==> src/rtl/pipe_pkg.sv <==
// Shared default widths and payload layout for the ID/EX pipeline boundary.
package pipe_pkg;

    localparam int DATA_W = 32;
    localparam int REG_W  = 5;
    localparam int EX_W   = 4;
    localparam int MEM_W  = 3;
    localparam int WB_W   = 2;

    typedef struct packed {
        logic [EX_W-1:0]   ex;
        logic [MEM_W-1:0]  mem;
        logic [WB_W-1:0]   wb;
        logic [REG_W-1:0]  rs;
        logic [REG_W-1:0]  rt;
        logic [REG_W-1:0]  rd;
        logic [DATA_W-1:0] rd1;
        logic [DATA_W-1:0] rd2;
        logic [DATA_W-1:0] imm;
    } id_ex_payload_t;

endpackage

==> src/rtl/pipe_payload_reg.sv <==
// One storage slot: enable-loaded payload register plus valid bit.
// reset zeroes everything; flush only drops the valid bit.
module pipe_payload_reg #(
    parameter int W = 8
) (
    input  logic         clk,
    input  logic         reset,
    input  logic         flush,
    input  logic         load,
    input  logic         valid_d,
    input  logic [W-1:0] data_d,
    output logic         valid,
    output logic [W-1:0] data
);

    always_ff @(posedge clk) begin
        if (reset) begin
            valid <= 1'b0;
            data  <= '0;
        end else begin
            valid <= flush ? 1'b0 : valid_d;
            if (load) begin
                data <= data_d;
            end
        end
    end

endmodule

==> src/rtl/id_ex_elastic.sv <==
// ID/EX pipeline register with a two-entry skid buffer, flush and a
// saturating stall counter; in_ready is fully registered.
module id_ex_elastic #(
    parameter int DATA_W = pipe_pkg::DATA_W,
    parameter int REG_W  = pipe_pkg::REG_W,
    parameter int EX_W   = pipe_pkg::EX_W,
    parameter int MEM_W  = pipe_pkg::MEM_W,
    parameter int WB_W   = pipe_pkg::WB_W,
    parameter int CNT_W  = 16
) (
    input  logic              clk,
    input  logic              reset,
    input  logic              flush,
    input  logic              in_valid,
    output logic              in_ready,
    input  logic [EX_W-1:0]   EX_D,
    input  logic [MEM_W-1:0]  MEM_D,
    input  logic [WB_W-1:0]   WB_D,
    input  logic [REG_W-1:0]  Rs_D,
    input  logic [REG_W-1:0]  Rt_D,
    input  logic [REG_W-1:0]  Rd_D,
    input  logic [DATA_W-1:0] RD1_D,
    input  logic [DATA_W-1:0] RD2_D,
    input  logic [DATA_W-1:0] SignImm_D,
    output logic              out_valid,
    input  logic              out_ready,
    output logic [EX_W-1:0]   EX_E,
    output logic [MEM_W-1:0]  MEM_E,
    output logic [WB_W-1:0]   WB_E,
    output logic [REG_W-1:0]  Rs_E,
    output logic [REG_W-1:0]  Rt_E,
    output logic [REG_W-1:0]  Rd_E,
    output logic [DATA_W-1:0] RD1_E,
    output logic [DATA_W-1:0] RD2_E,
    output logic [DATA_W-1:0] SignImm_E,
    output logic [CNT_W-1:0]  stall_cnt
);

    localparam int PW = EX_W + MEM_W + WB_W + 3 * REG_W + 3 * DATA_W;

    logic [PW-1:0] in_flat;
    logic [PW-1:0] main_data;
    logic [PW-1:0] skid_data;
    logic [PW-1:0] main_src;
    logic          main_valid;
    logic          skid_valid;
    logic          main_valid_d;
    logic          skid_valid_d;
    logic          main_load;
    logic          skid_load;
    logic          take;
    logic          drain;

    logic [EX_W-1:0]  ex_q;
    logic [MEM_W-1:0] mem_q;
    logic [WB_W-1:0]  wb_q;

    assign in_flat = {EX_D, MEM_D, WB_D, Rs_D, Rt_D, Rd_D, RD1_D, RD2_D, SignImm_D};

    assign take  = in_valid && in_ready;
    assign drain = main_valid && out_ready;

    // Skid promotes into main on a drain; a fresh input only lands in main
    // when main is empty or draining with nothing waiting in skid.
    always_comb begin
        main_load    = 1'b0;
        skid_load    = 1'b0;
        main_src     = in_flat;
        main_valid_d = main_valid;
        skid_valid_d = skid_valid;
        if (drain) begin
            if (skid_valid) begin
                main_load    = 1'b1;
                main_src     = skid_data;
                main_valid_d = 1'b1;
                skid_valid_d = 1'b0;
            end else if (take) begin
                main_load    = 1'b1;
                main_valid_d = 1'b1;
            end else begin
                main_valid_d = 1'b0;
            end
        end else if (take) begin
            if (main_valid) begin
                skid_load    = 1'b1;
                skid_valid_d = 1'b1;
            end else begin
                main_load    = 1'b1;
                main_valid_d = 1'b1;
            end
        end
        if (flush) begin
            main_load = 1'b0;
            skid_load = 1'b0;
        end
    end

    pipe_payload_reg #(.W(PW)) u_main (
        .clk     (clk),
        .reset   (reset),
        .flush   (flush),
        .load    (main_load),
        .valid_d (main_valid_d),
        .data_d  (main_src),
        .valid   (main_valid),
        .data    (main_data)
    );

    pipe_payload_reg #(.W(PW)) u_skid (
        .clk     (clk),
        .reset   (reset),
        .flush   (flush),
        .load    (skid_load),
        .valid_d (skid_valid_d),
        .data_d  (in_flat),
        .valid   (skid_valid),
        .data    (skid_data)
    );

    always_ff @(posedge clk) begin
        if (reset || flush) begin
            in_ready <= 1'b1;
        end else begin
            in_ready <= !skid_valid_d;
        end
    end

    always_ff @(posedge clk) begin
        if (reset) begin
            stall_cnt <= '0;
        end else if (main_valid && !out_ready && (stall_cnt != '1)) begin
            stall_cnt <= stall_cnt + 1'b1;
        end
    end

    assign {ex_q, mem_q, wb_q, Rs_E, Rt_E, Rd_E, RD1_E, RD2_E, SignImm_E} = main_data;

    assign out_valid = main_valid;
    assign EX_E      = main_valid ? ex_q  : '0;
    assign MEM_E     = main_valid ? mem_q : '0;
    assign WB_E      = main_valid ? wb_q  : '0;

endmodule

==> config.mk <==
export PLATFORM = sky130hd
export DESIGN_NAME = id_ex_elastic
export DESIGN_NICKNAME = d
export VERILOG_FILES = /design/src/rtl/pipe_pkg.sv /design/src/rtl/pipe_payload_reg.sv /design/src/rtl/id_ex_elastic.sv
export SDC_FILE = /design/constraint.sdc
export NUM_CORES = 1
export LEC_CHECK = 0
export CAP_MARGIN = 0
export CORE_MARGIN = 5
export CORE_UTILIZATION = 52
export CTS_BUF_LIST = sky130_fd_sc_hd__clkbuf_4 sky130_fd_sc_hd__clkbuf_8
export CTS_CLUSTER_DIAMETER = 60
export DETAILED_ROUTE_END_ITERATION = 8
export MAX_ROUTING_LAYER = met4
export PLACE_DENSITY = 0.86
export SYNTH_ARGS = -nofsm -noshare
export SYNTH_HDL_FRONTEND = slang
export SYNTH_HIERARCHICAL = 1
export SYNTH_SLANG_ARGS = --single-unit
==> constraint.sdc <==
create_clock -name clk -period 1.9 [get_ports clk]
set_input_delay 0.57 -clock clk [delete_from_list [all_inputs] [get_ports clk]]
set_output_delay 0.57 -clock clk [all_outputs]
set_load 0.03 [all_outputs]
After elaboration in Yosys (flattened, before gate mapping)
Index checks and enable logic that the tools add are counted.
{ "word_totals": {"regBits": 259, "inputBits": 125, "output_inout_bits": 138, "word_cells": 37} }
{ "op_classes": {"add_sub_neg": 1, "n_eq_ne": 1, "mux": 20, "reduce_logical": 9} }
{ "ops": {"columns": ["operator", "count"], "rows": [
  ["120-bit two-way mux", 2],
  ["16-bit by 1-bit adder with 16-bit output (second input constant)", 1],
  ["16-bit != test (second input constant)", 1],
  ["1-bit two-way mux", 15],
  ["1-bit logical AND", 4],
  ["4-bit two-way mux", 1],
  ["3-bit two-way mux", 1],
  ["1-bit zero test", 2],
  ["2-bit two-way mux", 1],
  ["2-bit nonzero test", 1],
  ["2-bit OR reduction", 1],
  ["1-bit logical OR", 1]
]} }

Longest topological paths before layout
{ "depth": {"word_depth": 5, "mapped_depth": 8, "depth_no_buf": 5} }

By module
The synthesis kept the hierarchy.
{ "modules_own_cells": {"columns": ["module", "n_inst", "cells_per_inst", "area_each_um2"], "rows": [
  ["pipe_payload_reg", 2, 389, 4374.2],
  ["id_ex_elastic", 1, 253, 2411.1]
]} }

Least setup slack after synthesis
No wires, ideal clock.
{ "synth_path": {"path_kind": "register to register", "from": "register stall_cnt[0]", "to": "register stall_cnt[3]", "setup_ns": 0.121, "arrival_time_ns": 1.828, "t_required_ns": 1.779, "slack_ns": -0.049, "stages_incl_launch_ff": 6, "path_buffers": 0, "cell_sequence": "dfxtp_1 -> ha_1 -> nand3_1 -> nor4_4 -> nor3_2 -> mux2_4"} }
{ "synth_via": {"elab_chain_len": 2, "elab_cells_between_ends": 3, "classes_between": "1 x add/sub; 1 x eq/ne; 1 x reduce/logical"} }
{ "synth_rtl": {"columns": ["element", "line_no", "rtl"], "rows": [
  ["start: declaration", "id_ex_elastic.sv:36", "output logic [CNT_W-1:0] stall_cnt"],
  ["start signal: assignment", "id_ex_elastic.sv:132", "stall_cnt <= stall_cnt + 1'b1;"],
  ["parallel branches: the longest is 2 deep, another holds 16-bit by 1-bit adder with 16-bit output", null, null]
]} }
Several ways; the timed one is not identified.
A chain may end at the register's enable or synchronous reset.

Worst setup path after layout
{ "layout_path": {"from": "register u_main.valid", "to": "output MEM_E[0]"} }
{ "layout_via": {"elab_chain_len": 1} }
{ "layout_rtl": {"columns": ["element", "line_no", "rtl"], "rows": [
  ["start: declaration", "pipe_payload_reg.sv:12", "output logic valid,"],
  ["start signal: assignment", "pipe_payload_reg.sv:21", "valid <= flush ? 1'b0 : valid_d;"],
  ["3-bit two-way mux", "id_ex_elastic.sv:140", "assign MEM_E = main_valid ? mem_q : '0;"],
  ["end: declaration", "id_ex_elastic.sv:28", "output logic [MEM_W-1:0] MEM_E,"]
]} }
No other way between the ends.

==> reports/qor.yml <==
finish:
  fin_nets: 1461
  mostFrequentLayoutCells: "dfxtp_1 (254), nor2_1 (251), mux2i_1 (237)"
  final_cells: 1635
  multi_input_comb_area_um2: 5410
  drive_gt1_share_pct: 24.0
  final_common_cell: "dfxtp_1"
  register_area_um2: 5190
  nFillCells: 1530
  stdcell_area_um2: 15000
  syn_to_final_growth_pct: 34.7
drt:
  vias: 8574
  ant_nets: 0
  drt_iter0_markers: 365
  viasPerCell: 5.24
  dr.pass1.iters: 5
  finalWirelength_um: 28200
  wl_per_cell_um: 17.3
  drc: 0
die:
  die_area_um2: 24500
  num_io_pins: 263
  fp-row-count: 53
  start_util_pct: 52.9
  core-area_um2: 21100
  die_w_um: 156
  dieHeight_um: 156
setup_path:
  cp.required_ns: 1.33
  crit_fanout: 6
  path_class: "flop to output port"
  cpPeakStageDelay_ns: 0.36
  cpMaxStageDelayCell: "dfxtp_2"
  cp.arrival_ns: 1.31
  critPathCaptureType: "output port"
  start_kind: "flop"
  cp_common_cell: "buf_6"
  crit_chain: "buf_6 > and2_4 > buf_6"
clock_network:
  cts_hold_buf: 0
  cts_max_path_buffers: 3
  clock_latency_ns: 0.53
  cts_made_buffers: 44
  clockRootBuffer: "clkbuf_8"
  htreeDepth: 2
  cts.sinks: 259
  cts_tree: "yes"
  clkTransAtPathRegs_ns: 0.06
place:
  place_inst: 1559
  dp_hpwl_um: 18900
  placed_area_um2: 14100
  io_buffers: 262
  place_congestion: 0.816
synthesis:
  synth_warnings: 6
  ys_seq_elements: 259
  yosysUniqueCellTypes: 41
  syn_area_um2: 11200
  yosysSeqAreaShare_pct: 46.5
  synth_fp_nets: 1157
  synth_cells: 1031
  avgSynthCellArea_um2: 10.8
power_and_ir_drop:
  power_uw: 12000
  pwr_density_cell_nw_per_um2: 799
  p_leak_uw: 0.00607
  vdd_drop_max_v: 0.000651
status:
  outcome: "finished clean"
sta:
  min_period_ns: 1.88
  final_max_slew_viol_count: 0
  clock-skew-final_ns: 0.0251
  setup_violations: 0
  maxSlewHeadroom_pct: 69.8
  hold_violations: 0
  tightest_slew_ns: 0.450
  rsz0062_at_grt: "true"
  period_share_pct: 99.2
  hold_slack_ns: 0.380
  fmax_mhz: 531
  tns_ns: 0
global_routing:
  grt_overflow_total: 0
  grt_pass1_vias: 8858
  grt_antenna_before_repair: 1
  grtUsageTotal_pct: 22.4
  grt_pass1_wl_um: 44200
  grt_max_degree: 82
worst_hold_path:
  hold_class: "input port to flop"
run:
  drv_cap: 0
==> area by class of cell <==
type / instances / area share (%)
antenna: 1 / 0.0166
timing repair buffer: 329 / 21.5
inverter: 1 / 0.0250
tap: 275 / 2.29
clock inverter: 4 / 0.133
clock buffer: 66 / 5.58
multi-input combinational: 700 / 36.0
sequential: 259 / 34.5
==> Yosys cell counts <==
cell type  instances  area [µm²]
a211oi_1           2        15.0
a21oi_1           11        55.1
a31oi_1            1        6.26
a41o_1             1        10.0
and2_1             9        56.3
and3_1             2        12.5
and4_1             3        26.3
buf_1              3        11.3
buf_12            22         440
buf_2             11        55.1
buf_4              7        52.6
clkbuf_1          28         105
dfxtp_1          259        5180
ha_1               1        12.5
inv_1              1        3.75
mux2_2           121        1360
mux2_4             1        15.0
mux2i_1          242        2420
nand2_1            8        30.0
nand2_2            1        6.26
nand2b_1           1        6.26
nand3_1            7        35.0
nand3_2            1        10.0
nand4_1            3        18.8
nand4_4            1        21.3
nor2_1           251         942
nor2b_1            3        18.8
nor3_1             3        15.0
nor3_2             1        10.0
nor3b_1            3        22.5
nor4_1             1        6.26
nor4_4             1        21.3
o2111ai_1          1        8.76
o21a_1             1        7.51
o21ai_0            5        25.0
o21ba_2            1        10.0
o31ai_1            5        37.5
or3_1              1        6.26
or3_2              2        15.0
or4_1              4        30.0
xor2_1             1        8.76
==> report_power, final <==
group / internal, µW / leakage [µW] / switching (µW)
clock: 2790 / 0.000462 / 2100
sequential: 5590 / 0.00210 / 91.5
combinational: 707 / 0.00351 / 741
total: 9080 / 0.00607 / 2940
==> routing by layer <==
layer	wire, µm	up-vias	global-route usage [%]
met5	0	-	-
met4	622	0	6.49
met3	1900	56	4.67
met2	13500	289	37.2
met1	12300	4091	27.8
li1	-	4138	-
==> stage by stage <==
step	setup WS, ns	utilization (%)
final	0.0159	71.3
after global routing	-0.0348	71.3
after CTS	-0.00778	71.0
after detailed placement	-0.491	67.0
after global placement	-0.450	67.0
after floorplan	0.0468	-
==> worst max-delay path, delay by kind of cell, from the launching register on <==
family	cells	cell delay [ns]
and+or+nand+nor	1	0.16
buffers and inverters	2	0.27
DFF	1	0.36
==> registers in the layout (all words and copies together), names as in the netlist <==
| name | count |
|---|---|
| u_main/valid | 1 |
| u_main/data | 120 |
| u_skid/valid | 1 |
| u_skid/data | 120 |
| stall_cnt | 16 |
| in_ready | 1 |
==> path summary, 6_finish.rpt <==
kind,start,endpoint,slack [ns],cells after the start
worst min-delay path,reset,u_skid/data[118]$_SDFFE_PP0P_,0.38,2
worst min register to register,u_skid/data[101]$_SDFFE_PP0P_,u_skid/data[101]$_SDFFE_PP0P_,0.49,2
worst max register to register,u_main/valid$_SDFF_PP0_,u_main/data[95]$_SDFFE_PP0P_,0.08,8
worst max-delay path,u_main/valid$_SDFF_PP0_,MEM_E[0],0.02,3
==> cells by family (layout without fill, tap and decap cells) <==
group | Yosys count | after routing | share of synthesized area [%]
muxes | 364 | 364 | 34.1
and+or+nand+nor | 306 | 306 | 11.7
DFF | 259 | 259 | 46.5
buffers and inverters | 72 | 400 | 5.99
AOI/OAI and AO/OA | 28 | 28 | 1.57
adders and majority gates | 1 | 1 | 0.112
xor gates and xnor gates | 1 | 1 | 0.0785
other | 0 | 1 | 0
==> what timing repair did <==
action | in CTS | in global routing
pin swaps | 0 | 1
endpoints found under the setup margin | 137 | 146
buffers inserted | 1 | 2
hold endpoints to repair | 0 | 0
gates resized for setup | 185 | 75
cloned | 1 | 1
Note: power is estimated with default switching activity, not from simulation.
